### src/rtl/alu_seq.sv
// alu_seq: registered WIDTH-bit ALU with start/done handshake, stored carry
// for ADC/SBC chains and a multi-cycle unsigned shift-add multiplier.
module alu_seq #(
    parameter int WIDTH = 8
) (
    input  logic             clk,
    input  logic             reset_n,
    input  logic             start,
    input  logic [3:0]       op,
    input  logic [WIDTH-1:0] a,
    input  logic [WIDTH-1:0] b,
    output logic [WIDTH-1:0] r,
    output logic [WIDTH-1:0] r_hi,
    output logic             busy,
    output logic             done,
    output logic             zero,
    output logic             carry,
    output logic             sign,
    output logic             ovf
);

    localparam int CW = $clog2(WIDTH + 1);

    localparam logic [3:0] OP_ADD = 4'b0000;
    localparam logic [3:0] OP_SUB = 4'b0001;
    localparam logic [3:0] OP_ADC = 4'b0010;
    localparam logic [3:0] OP_SBC = 4'b0011;
    localparam logic [3:0] OP_NEG = 4'b0100;
    localparam logic [3:0] OP_AND = 4'b0101;
    localparam logic [3:0] OP_OR  = 4'b0110;
    localparam logic [3:0] OP_XOR = 4'b0111;
    localparam logic [3:0] OP_NOT = 4'b1000;
    localparam logic [3:0] OP_SHL = 4'b1001;
    localparam logic [3:0] OP_SHR = 4'b1010;
    localparam logic [3:0] OP_MUL = 4'b1011;

    typedef enum logic [0:0] {
        ST_IDLE = 1'b0,
        ST_MUL  = 1'b1
    } state_t;

    state_t           state_r, state_s;
    logic [CW-1:0]    iter_r, iter_s;
    logic [WIDTH-1:0] mcand_r, mcand_s;
    logic [WIDTH-1:0] acc_hi_r, acc_hi_s;
    logic [WIDTH-1:0] acc_lo_r, acc_lo_s;
    logic [WIDTH-1:0] r_r, r_s;
    logic [WIDTH-1:0] r_hi_r, r_hi_s;
    logic             done_r, done_s;
    logic             zero_r, zero_s;
    logic             carry_r, carry_s;
    logic             sign_r, sign_s;
    logic             ovf_r, ovf_s;

    // Adder operand selection: every arithmetic op is x + y + cin.
    logic [WIDTH-1:0] add_x_s, add_y_s;
    logic             add_cin_s;
    logic [WIDTH:0]   add_sum_s;
    logic             add_ovf_s;

    // Single-cycle result path.
    logic [WIDTH-1:0] res_s;
    logic             res_carry_s;
    logic             res_ovf_s;

    // One shift-add multiplier iteration.
    logic [WIDTH:0]   mul_add_s;
    logic [WIDTH-1:0] step_hi_s, step_lo_s;

    // Pick adder operands and carry-in from the opcode.
    always_comb begin
        add_x_s   = a;
        add_y_s   = b;
        add_cin_s = 1'b0;
        case (op)
            OP_ADD: begin add_x_s = a; add_y_s = b;  add_cin_s = 1'b0;    end
            OP_SUB: begin add_x_s = a; add_y_s = ~b; add_cin_s = 1'b1;    end
            OP_ADC: begin add_x_s = a; add_y_s = b;  add_cin_s = carry_r; end
            OP_SBC: begin add_x_s = a; add_y_s = ~b; add_cin_s = carry_r; end
            OP_NEG: begin add_x_s = {WIDTH{1'b0}}; add_y_s = ~a; add_cin_s = 1'b1; end
            default: begin add_x_s = a; add_y_s = b; add_cin_s = 1'b0; end
        endcase
        add_sum_s = {1'b0, add_x_s} + {1'b0, add_y_s} + {{WIDTH{1'b0}}, add_cin_s};
        add_ovf_s = (add_x_s[WIDTH-1] == add_y_s[WIDTH-1]) &&
                    (add_sum_s[WIDTH-1] != add_x_s[WIDTH-1]);
    end

    // Result, carry and overflow for the ops that complete in one cycle.
    always_comb begin
        res_s       = r_r;
        res_carry_s = carry_r;
        res_ovf_s   = ovf_r;
        case (op)
            OP_ADD, OP_SUB, OP_ADC, OP_SBC, OP_NEG: begin
                res_s       = add_sum_s[WIDTH-1:0];
                res_carry_s = add_sum_s[WIDTH];
                res_ovf_s   = add_ovf_s;
            end
            OP_AND: begin res_s = a & b; res_carry_s = 1'b0; res_ovf_s = 1'b0; end
            OP_OR:  begin res_s = a | b; res_carry_s = 1'b0; res_ovf_s = 1'b0; end
            OP_XOR: begin res_s = a ^ b; res_carry_s = 1'b0; res_ovf_s = 1'b0; end
            OP_NOT: begin res_s = ~a;    res_carry_s = 1'b0; res_ovf_s = 1'b0; end
            OP_SHL: begin
                res_s       = {a[WIDTH-2:0], 1'b0};
                res_carry_s = a[WIDTH-1];
                res_ovf_s   = 1'b0;
            end
            OP_SHR: begin
                res_s       = {1'b0, a[WIDTH-1:1]};
                res_carry_s = a[0];
                res_ovf_s   = 1'b0;
            end
            default: begin
                res_s       = r_r;
                res_carry_s = carry_r;
                res_ovf_s   = ovf_r;
            end
        endcase
    end

    // Multiplier step: conditionally add the multiplicand into the high
    // half, then shift {carry, hi, lo} right by one.
    always_comb begin
        if (acc_lo_r[0]) begin
            mul_add_s = {1'b0, acc_hi_r} + {1'b0, mcand_r};
        end else begin
            mul_add_s = {1'b0, acc_hi_r};
        end
        step_hi_s = mul_add_s[WIDTH:1];
        step_lo_s = {mul_add_s[0], acc_lo_r[WIDTH-1:1]};
    end

    // Next-state and next-output logic; every register holds by default.
    always_comb begin
        state_s  = state_r;
        iter_s   = iter_r;
        mcand_s  = mcand_r;
        acc_hi_s = acc_hi_r;
        acc_lo_s = acc_lo_r;
        r_s      = r_r;
        r_hi_s   = r_hi_r;
        done_s   = 1'b0;
        zero_s   = zero_r;
        carry_s  = carry_r;
        sign_s   = sign_r;
        ovf_s    = ovf_r;
        case (state_r)
            ST_IDLE: begin
                if (start) begin
                    if (op == OP_MUL) begin
                        state_s  = ST_MUL;
                        iter_s   = {CW{1'b0}};
                        mcand_s  = a;
                        acc_hi_s = {WIDTH{1'b0}};
                        acc_lo_s = b;
                    end else if (op[3:2] == 2'b11) begin
                        done_s = 1'b1;
                    end else begin
                        r_s     = res_s;
                        r_hi_s  = {WIDTH{1'b0}};
                        zero_s  = (res_s == {WIDTH{1'b0}});
                        carry_s = res_carry_s;
                        sign_s  = res_s[WIDTH-1];
                        ovf_s   = res_ovf_s;
                        done_s  = 1'b1;
                    end
                end else begin
                    state_s = ST_IDLE;
                end
            end
            ST_MUL: begin
                acc_hi_s = step_hi_s;
                acc_lo_s = step_lo_s;
                iter_s   = iter_r + CW'(1);
                if (iter_r == CW'(WIDTH - 1)) begin
                    state_s = ST_IDLE;
                    r_s     = step_lo_s;
                    r_hi_s  = step_hi_s;
                    zero_s  = ({step_hi_s, step_lo_s} == {(2 * WIDTH){1'b0}});
                    carry_s = (step_hi_s != {WIDTH{1'b0}});
                    sign_s  = step_hi_s[WIDTH-1];
                    ovf_s   = 1'b0;
                    done_s  = 1'b1;
                end else begin
                    state_s = ST_MUL;
                end
            end
            default: begin
                state_s = ST_IDLE;
            end
        endcase
    end

    // State, datapath and output registers with synchronous active-low reset.
    always_ff @(posedge clk) begin
        if (!reset_n) begin
            state_r  <= ST_IDLE;
            iter_r   <= {CW{1'b0}};
            mcand_r  <= {WIDTH{1'b0}};
            acc_hi_r <= {WIDTH{1'b0}};
            acc_lo_r <= {WIDTH{1'b0}};
            r_r      <= {WIDTH{1'b0}};
            r_hi_r   <= {WIDTH{1'b0}};
            done_r   <= 1'b0;
            zero_r   <= 1'b0;
            carry_r  <= 1'b0;
            sign_r   <= 1'b0;
            ovf_r    <= 1'b0;
        end else begin
            state_r  <= state_s;
            iter_r   <= iter_s;
            mcand_r  <= mcand_s;
            acc_hi_r <= acc_hi_s;
            acc_lo_r <= acc_lo_s;
            r_r      <= r_s;
            r_hi_r   <= r_hi_s;
            done_r   <= done_s;
            zero_r   <= zero_s;
            carry_r  <= carry_s;
            sign_r   <= sign_s;
            ovf_r    <= ovf_s;
        end
    end

    assign r     = r_r;
    assign r_hi  = r_hi_r;
    assign busy  = (state_r == ST_MUL);
    assign done  = done_r;
    assign zero  = zero_r;
    assign carry = carry_r;
    assign sign  = sign_r;
    assign ovf   = ovf_r;

endmodule

### config.mk
export PLATFORM = sky130hd
export DESIGN_NAME = alu_seq
export DESIGN_NICKNAME = d
export VERILOG_FILES = /design/src/rtl/alu_seq.sv
export SDC_FILE = /design/constraint.sdc
export NUM_CORES = 1
export LEC_CHECK = 0
export CAP_MARGIN = 20
export CORE_ASPECT_RATIO = 0.9
export CORE_MARGIN = 2
export CORE_UTILIZATION = 51
export CTS_CLUSTER_DIAMETER = 100
export DETAILED_ROUTE_END_ITERATION = 7
export PLACE_DENSITY = 0.74
export SETUP_SLACK_MARGIN = 0.02
export SYNTH_ARGS = -nofsm -noshare
export SYNTH_HDL_FRONTEND = slang
export SYNTH_SLANG_ARGS = --single-unit
### constraint.sdc
create_clock -name clk -period 4.5 [get_ports clk]
set_clock_uncertainty 0.1 [all_clocks]
set_input_delay 0.45 -clock clk [delete_from_list [all_inputs] [get_ports clk]]
set_output_delay 0.45 -clock clk [all_outputs]
set_load 0.01 [all_outputs]
== Yosys cells after proc, flatten, opt, wreduce, memory -nomap -nowiden ==
Cells that the tools add are included.

* Memories kept: 0
* Latch bits: 0
* Bits in writable memories: 0
* Word-level logic and storage cells: 114
* ROM bits: 0
* Output and inout bits: 22
* Bits of input ports: 23
* Bits in registers: 50

* $lt $le $gt $ge: 0
* Reduce and logical (&&, ||, !) cells: 16
* $add $sub $neg: 4
* Bitwise gates (word level): 6
* Eq/ne operators: 22
* Divide/modulo/power cells: 0
* Shift-type cells: 0
* Multipliers: 0
* Mux-type cells: 54

{| class="wikitable"
|+ Operators by type and width
! operator !! count
|-
| $mux W8 || 13
|-
| $pmux W8 S2 || 5
|-
| $pmux W8 S7 || 1
|-
| $mux W1 || 22
|-
| $eq A4 B3 Y1 const B || 5
|-
| $add A8 B8 Y9 || 2
|-
| $eq A4 B4 Y1 const B || 4
|-
| $logic_not A16 Y1 || 1
|-
| $not A8 Y8 || 2
|-
| $pmux W1 S2 || 8
|-
| $reduce_and A5 Y1 || 2
|-
| $add A9 B1 Y9 || 1
|-
| $mux W9 || 1
|-
| $and A8 B8 Y8 || 1
|-
| $eq A4 B2 Y1 const B || 2
|-
| $logic_not A8 Y1 || 1
|-
| $mux W4 || 2
|-
| $ne A2 B2 Y1 const B || 4
|-
| $or A8 B8 Y8 || 1
|-
| $pmux W4 S2 || 1
|-
| $reduce_bool A8 Y1 || 1
|-
| $xor A8 B8 Y8 || 1
|-
| $reduce_or A2 Y1 || 3
|-
| $reduce_or A6 Y1 || 1
|-
| 17 further kinds || 17
|}

== Logic depth before layout (Yosys ltp) ==
* Depth in word-level cells: 12
* Depth in mapped cells: 17
* Gate-level depth less buffers: 14

== Least setup slack after synthesis ==
OpenSTA, ideal clock, no wires.

* Path type: input-to-reg
* Start point: in op[0]
* End point: reg carry_r (netlist: carry)
* Slack: 227 ps
* Data arrival time: 4,046 ps
* Path buffers: 3
* Stages: 16
* Setup time: 127 ps
* Data required time: 4,273 ps
* Path through: clkbuf_1 clkbuf_1 clkbuf_1 nor3b_1 a21o_1 o221ai_1 fa_1 inv_1 fa_1 nor2b_1 o31ai_1 a21oi_1 a21o_1 a211o_1 a22oi_1 a21boi_0

* Longest elaborated chain between the ends: 10
* Elaborated cells on any way between the ends: 30
* Classes of those cells: 2 x add/sub; 13 x eq/ne; 8 x mux; 7 x reduce/logical

{| class="wikitable"
|+ Ends and longest elaborated chain
! what !! RTL line !! text
|-
| start: declaration || 9 || <nowiki>input logic [3:0] op,</nowiki>
|-
| $eq A4 B1 Y1 or $eq A4 B2 Y1 (tied branches) || 75, 93 ||
|-
| $reduce_or A2 Y1 (no line) || -- ||
|-
| $pmux W8 S2 || 75 || <nowiki>case (op)</nowiki>
|-
| $add A8 B8 Y9 || 83 || <nowiki>add_sum_s = {1'b0, add_x_s} + {1'b0, add_y_s} + {{WIDTH{1'b0}}, add_cin_s};</nowiki>
|-
| $add A9 B1 Y9 || 83 ||
|-
| $pmux W1 S4 || 93 || <nowiki>case (op)</nowiki>
|-
| $mux W1 || 156 || <nowiki>end else if (op[3:2] == 2'b11) begin</nowiki>
|-
| $mux W1 || 150 || <nowiki>if (op == OP_MUL) begin</nowiki>
|-
| $mux W1 || 149 || <nowiki>if (start) begin</nowiki>
|-
| $pmux W1 S2 || 147 || <nowiki>case (state_r)</nowiki>
|-
| end signal: assignment || 219 || <nowiki>carry_r <= carry_s;</nowiki>
|-
| end: declaration || 51 || <nowiki>logic carry_r, carry_s;</nowiki>
|}

Several ways; a longest one is shown, not always the timed one. The select of a mux whose other input is x is not followed.
A chain may end at the register's enable or synchronous reset.

== Worst setup path in the final report ==
* Start point: in op[2]
* End point: reg zero_r (netlist: zero)

* Longest elaborated chain between the ends: 11
* Elaborated cells on any way between the ends: 31
* Classes of those cells: 2 x add/sub; 14 x eq/ne; 8 x mux; 7 x reduce/logical

{| class="wikitable"
|+ Ends and longest elaborated chain
! what !! RTL line !! text
|-
| $eq A4 B1 Y1 or $eq A4 B2 Y1 (tied branches) || 75, 93 ||
|-
| $reduce_or A2 Y1 (no line) || -- ||
|-
| $pmux W8 S2 || 75 ||
|-
| $add A8 B8 Y9 || 83 ||
|-
| $add A9 B1 Y9 || 83 ||
|-
| $pmux W8 S7 || 93 ||
|-
| $logic_not A8 Y1 || 161 || <nowiki>zero_s = (res_s == {WIDTH{1'b0}});</nowiki>
|-
| $mux W1 || 156 ||
|-
| $mux W1 || 150 ||
|-
| $mux W1 || 149 ||
|-
| $pmux W1 S2 || 147 ||
|-
| end signal: assignment || 218 || <nowiki>zero_r <= zero_s;</nowiki>
|-
| end: declaration || 50 || <nowiki>logic zero_r, zero_s;</nowiki>
|}

Several ways; a longest one is shown, not always the timed one. The select of a mux whose other input is x is not followed.

==> impl_metrics.py <==
metrics = {
    "outcome": {
        "status": "finished clean",
    },
    "synthesis": {
        "ys_ff_latch": 50,
        "syn_nets": 574,
        "avgSynthCellArea_um2": 7.70,
        "synth.distinct_cells": 60,
        "ys_warn_count": 0,
        "synth_flop_cell": "dfxtp_1",
        "synthArstFlopShare": 0,
        "syn_inst": 516,
        "yosysSeqAreaShare": 0.252,
        "synth-edff-count": 0,
        "synth_area_um2": 3970,
    },
    "global_route": {
        "antenna_found_initial": 0,
        "track_usage": 0.292,
        "grt_pass1_wl_um": 20000,
        "grt-ovfl-total": 0,
        "grt_pass1_vias": 3700,
        "grt_max_degree": 51,
    },
    "cells_and_area": {
        "layout_commonest_cell": "nand2_1",
        "stdcell_area_um2": 4660,
        "final_util": 0.618,
        "n_antenna_cell": 0,
        "nFillCells": 704,
        "drive_gt1_frac": 0.0667,
        "synthToLayoutAreaGrowth_pct": 17.4,
        "final_cell_mix": "63 x nand2_1, 50 x dfxtp_1, 44 x clkdlybuf4s50_1, 34 x o21ai_0",
        "nNetsFinal": 612,
    },
    "run": {
        "maxCapViolCount": 0,
    },
    "power": {
        "ir_drop_v": 0.000178,
        "p_leak_nw": 1.85,
        "p_per_area_nw_per_um2": 234,
    },
    "clock_tree": {
        "cts_root_buf": "clkbuf_8",
        "numCtsBuffers": 5,
        "cts_setup_buffers": 0,
        "clockBufferDepth": 2,
        "ctsHoldBuffers": 0,
        "tritoncts": "done",
        "post_cts_resized": 0,
        "clk_pin_slew_ps": 100,
        "htreeDepth": 2,
        "clock_sinks": 50,
        "clock_latency_ps": 320,
    },
    "worst_setup_path": {
        "criticalPathCategory": "input pin to flop",
        "end_kind": "flop",
        "r2r-start": "mcand_r[0]",
        "critical_path_required_ps": 4650,
        "worstPathArrival_ps": 4130,
        "crit_start": "op[2]",
        "crit_path_max_fanout": 8,
        "crit_path_start_kind": "input pin",
    },
    "drt": {
        "ant_nets": 0,
        "dr_total_vias": 4090,
        "route.detailed.drc": 0,
        "wire_per_inst_um": 19.1,
        "firstDrtPassIters": 6,
        "vias_per_cell": 6.28,
        "drtIter0Drc": 330,
        "wirelength_um": 12500,
    },
    "floorplanning": {
        "core_um2": 7540,
        "placementRows": 30,
        "dieArea_um2": 8510,
        "die_h_um": 87.7,
        "initial_core_util": 0.526,
        "io_pins": 45,
        "die_w_um": 97.0,
    },
    "timing": {
        "fin_crit_sh": 0.885,
        "holdWs_ps": 383,
        "min_period_ps": 3980,
        "drv_slew": 0,
        "rsz0062_at_grt": "false",
        "fmax_ghz": 0.251,
        "fin_ws_ps": 517,
        "hold_viol_final": 0,
        "relSlewSlack": 0.275,
        "setup-violations-final": 0,
        "fin_tns_setup_ps": 0,
        "worst_pin_slew_ps": 1090,
    },
    "placed_design": {
        "io_buffers": 44,
        "placed_cell_area_um2": 4550,
        "gp_congestion": 0.997,
        "hpwl_um": 9590,
        "dp_slack_ps": 293,
    },
    "min_path": {
        "min_from": "mcand_r[0]",
        "hold_path_class": "flop to flop",
    },
}
-- sequential cells by signal, indices dropped and copies added, names as in the netlist, 4 cells and up --
signal,cells
r_hi,8
iter_r,4
acc_lo_r,8
acc_hi_r,8
mcand_r,8
r,8
-- report_power, final --
part           switching (mW)  internal, mW  leakage, nW  total (mW)
logic                   0.168         0.129         1.39       0.297
clock network           0.165         0.167       0.0585       0.332
registers              0.0111         0.453        0.405       0.465
total                   0.344         0.749         1.85        1.09
-- cell type report --
class	count	area [um^2]	area share
clock inverter	3	43.8	0.00939
sequential	50	1000	0.215
tap	96	120	0.0258
inverter	27	101	0.0217
timing repair buffer	63	583	0.125
clock buffer	5	68.8	0.0148
multi-input combinational	407	2750	0.589
-- logic make-up after synthesis --
kind of cell,share of synthesized area
compound gates,0.298
fa+ha+maj,0.116
simple gates,0.240
buf+inv,0.0577
mux,0.0205
xor+xnor,0.0154
flops,0.252
-- final timing paths --
| check | to | slack [ps] | cells after the start |
|---|---|---|---|
| setup reg to reg | zero | 1050 | 9 |
| hold / removal | mcand_r[0] | 380 | 2 |
| hold reg to reg | mcand_r[0] | 380 | 2 |
| setup / recovery | zero | 520 | 14 |
-- metal layers --
metal / wire [um] / GRT usage / vias up / part of all wire
met5: 0 / 0 / - / 0
met2: 5490 / 0.450 / 175 / 0.44
li1: - / - / 1958 / -
met4: 99 / 0.0499 / 0 / 0.0079
met1: 5790 / 0.434 / 1945 / 0.47
met3: 1080 / 0.0551 / 12 / 0.087
-- synth_stat cells (3+ instances only) --
master,count,area (um^2)
a211o_1,3,26.3
a211oi_1,5,37.5
a21boi_0,13,97.6
a21o_1,5,37.5
a21oi_1,31,155
a222oi_1,7,70.1
a22o_1,3,26.3
a22oi_1,16,120
a31oi_1,4,25.0
and2_1,13,81.3
clkbuf_1,29,109
dfxtp_1,50,1000
fa_1,3,60.1
ha_1,32,400
inv_1,26,97.6
mux2i_1,7,70.1
nand2_1,63,236
nand2b_1,5,31.3
nand3_1,3,15.0
nand3b_1,5,37.5
nand4_1,3,18.8
nand4b_1,3,26.3
nor2_1,28,105
nor2b_1,32,200
nor3_1,9,45.0
nor3b_1,3,22.5
nor4_1,5,31.3
o21a_1,6,45.0
o21ai_0,34,170
o221a_2,3,33.8
o221ai_1,9,78.8
o22ai_1,3,18.8
o31ai_1,8,60.1
o32ai_1,3,26.3
or3_1,4,25.0
xnor2_1,4,35.0
xor2_1,3,26.3
-- critical path, stage by stage --
cell	delay (ps)
clkdlybuf4s50_1	520
nor2b_1	260
buf_4	190
nand2_1	160
o221ai_1	280
fa_1	250
inv_1	60
fa_1	490
o32ai_1	90
nor4_1	590
nand4_1	170
nor4_1	310
nand3_1	120
a31oi_1	190
-- per-stage QoR --
stage	power (mW)	cells
2_1_floorplan	0.652	516
3_3_place_gp	0.764	643
3_5_place_dp	0.765	643
4_1_cts	1.09	651
5_1_grt	1.14	651
6_report	1.09	651
Note: power is estimated with default switching activity, not from simulation.
==> patch, RTL diff (same flow settings) <==
`WIDTH`: 8 -> 16.
--- a/src/rtl/alu_seq.sv
+++ b/src/rtl/alu_seq.sv
@@ -1,7 +1,7 @@
 // alu_seq: registered WIDTH-bit ALU with start/done handshake, stored carry
 // for ADC/SBC chains and a multi-cycle unsigned shift-add multiplier.
 module alu_seq #(
-    parameter int WIDTH = 8
+    parameter int WIDTH = 16
 ) (
     input  logic             clk,
     input  logic             reset_n,
Ports: changed (resized a, b, r and r_hi); port bits go from 45 to 77. The function was not compared with the original's and may differ.
==> patch against the unedited design <==
Hold slack worse by 32 ps. Area after synthesis is 86% higher. Cell area up 87%. Critical path depth is 4 higher. Highest routed layer unchanged. Clock power is 110% higher. Power up 96%. Final cell count rose by 97%. Wire length up 92%. Largest cell class unchanged. Sequential cell count increased by 41. Setup slack worse by 110 ps. Utilization about the same. Maximum frequency decreased by 2.8%. Non-clock buffer count up 53.
==> patch: results (changes against the unedited design) <==
- The flow ran to the end, and the final reports show no timing, DRC or antenna violations.
* Leakage power figure: 0.00337 uW (+82%)
- The first-pass GRT wire length came to 37,900 um (+90%).
* Cts bufs inserted: 9 (+4)
- Net count of the mapped netlist: 1,131 (+97%)
- The most critical setup path has its startpoint at op[0].
- The worst register-to-register path ends at carry.
- Routed length per placed instance: 18.7 um (-2.3%)
* Maximum number of pins on one net before global-route repair: 52 (+2.0%)
- The mux contribution to synthesized area is 0.0208 (+0.000369).
* Global placement routability congestion: 0.981 (-1.6%)
- The cell internal power dissipation came to 1450 uW (+94%).
* Number of library cell types mapped by synthesis: 65 (+8.3%)
* Sequential logic power: 846 uW (+82%)
- Worst ir drop on vdd: 0.000210 V (+18%)
- Crit path DAT: 4290 ps (+160 ps)
* Synth Area in Compound Gates: 0.305 (+0.00687)
- Adder and majority gate portion of the synthesized area: 0.118 (+0.00236)
* Wire length on met1: 11,000 um (+90%)
- The number of nets in the finished design came to 1,190 (+94%).
- Top cell types by occurrence after synthesis: sky130_fd_sc_hd__nand2_1, sky130_fd_sc_hd__a21oi_1, sky130_fd_sc_hd__nor2_1
- The combinational share of power is 0.279 (+0.008).
- Worst hold margin: 351 ps (-31.8 ps)
- Number of fill cells: 1,366 (+94%)
- The cell count after synthesis is 1,024 (+98%).
- The slowest stage of the critical path is the sky130_fd_sc_hd__clkdlybuf4s50_1 cell.
* Sequential fraction of the synthesis area: 0.247 (-0.00527)
- The level count of the clock H-tree is 3 (+1).
- The worst hold path terminates at r_hi[3].
* Startpoint of the most critical hold path: r_hi[3]
- The worst-skew pair later-pin latency came to 350 ps (+30 ps).
- Final Routed Wirelength: 23,900 um (+92%)
- The number of port buffers was 76 (+73%).
- Length of routed met3 wiring: 2080 um (+93%)
* Avg Vias per Cell: 6.25 (-0.44%)
- The area of placed instances came to 8450 um^2 (+86%).
- Among cell families on the critical path, the largest total delay comes from compound AO/OA/AOI/OAI gates.
- Placement-stage worst setup slack: -32.5 ps (-326 ps)
- Tot GR Track Use: 0.310 (+0.0180)
* Fmax: 0.244 GHz (-2.8%)
- Depth of the worst register-to-register path: 11 (+2)
* Number of global-route vias before repair: 7,147 (+93%)
- The post-synthesis share of cell area spent on xor and xnor gates came to 0.0178 (+0.00236).
- Delay of the slowest cell on the worst path: 510 ps (-80 ps)
patch: cell count changes after synthesis, moves of 20 or more:
cell and delta:
sky130_fd_sc_hd__dfxtp_1 +41, sky130_fd_sc_hd__nand2_1 +71, sky130_fd_sc_hd__ha_1 +33, sky130_fd_sc_hd__o21ai_0 +37, sky130_fd_sc_hd__clkbuf_1 +28, sky130_fd_sc_hd__inv_1 +21
sky130_fd_sc_hd__a21oi_1 +85, sky130_fd_sc_hd__nor2_1 +64, sky130_fd_sc_hd__nand2b_1 +20
patch: worst register-to-register path, delay by kind of cell, from the launching register on:
| family | cells | cell delay, ps |
|---|---|---|
| flops | 1 | 320 |
| fa+ha+maj | 2 | 690 |
| simple gates | 3 | 1340 |
| compound gates | 6 | 1150 |
patch: cell type report:
type,count,area [um^2],area share
timing repair buffer,116,1060,0.122
sequential,91,1820,0.209
tap,193,241,0.0277
multi-input combinational,818,5150,0.590
clock inverter,4,26.3,0.00301
inverter,47,176,0.0202
clock buffer,11,243,0.0278
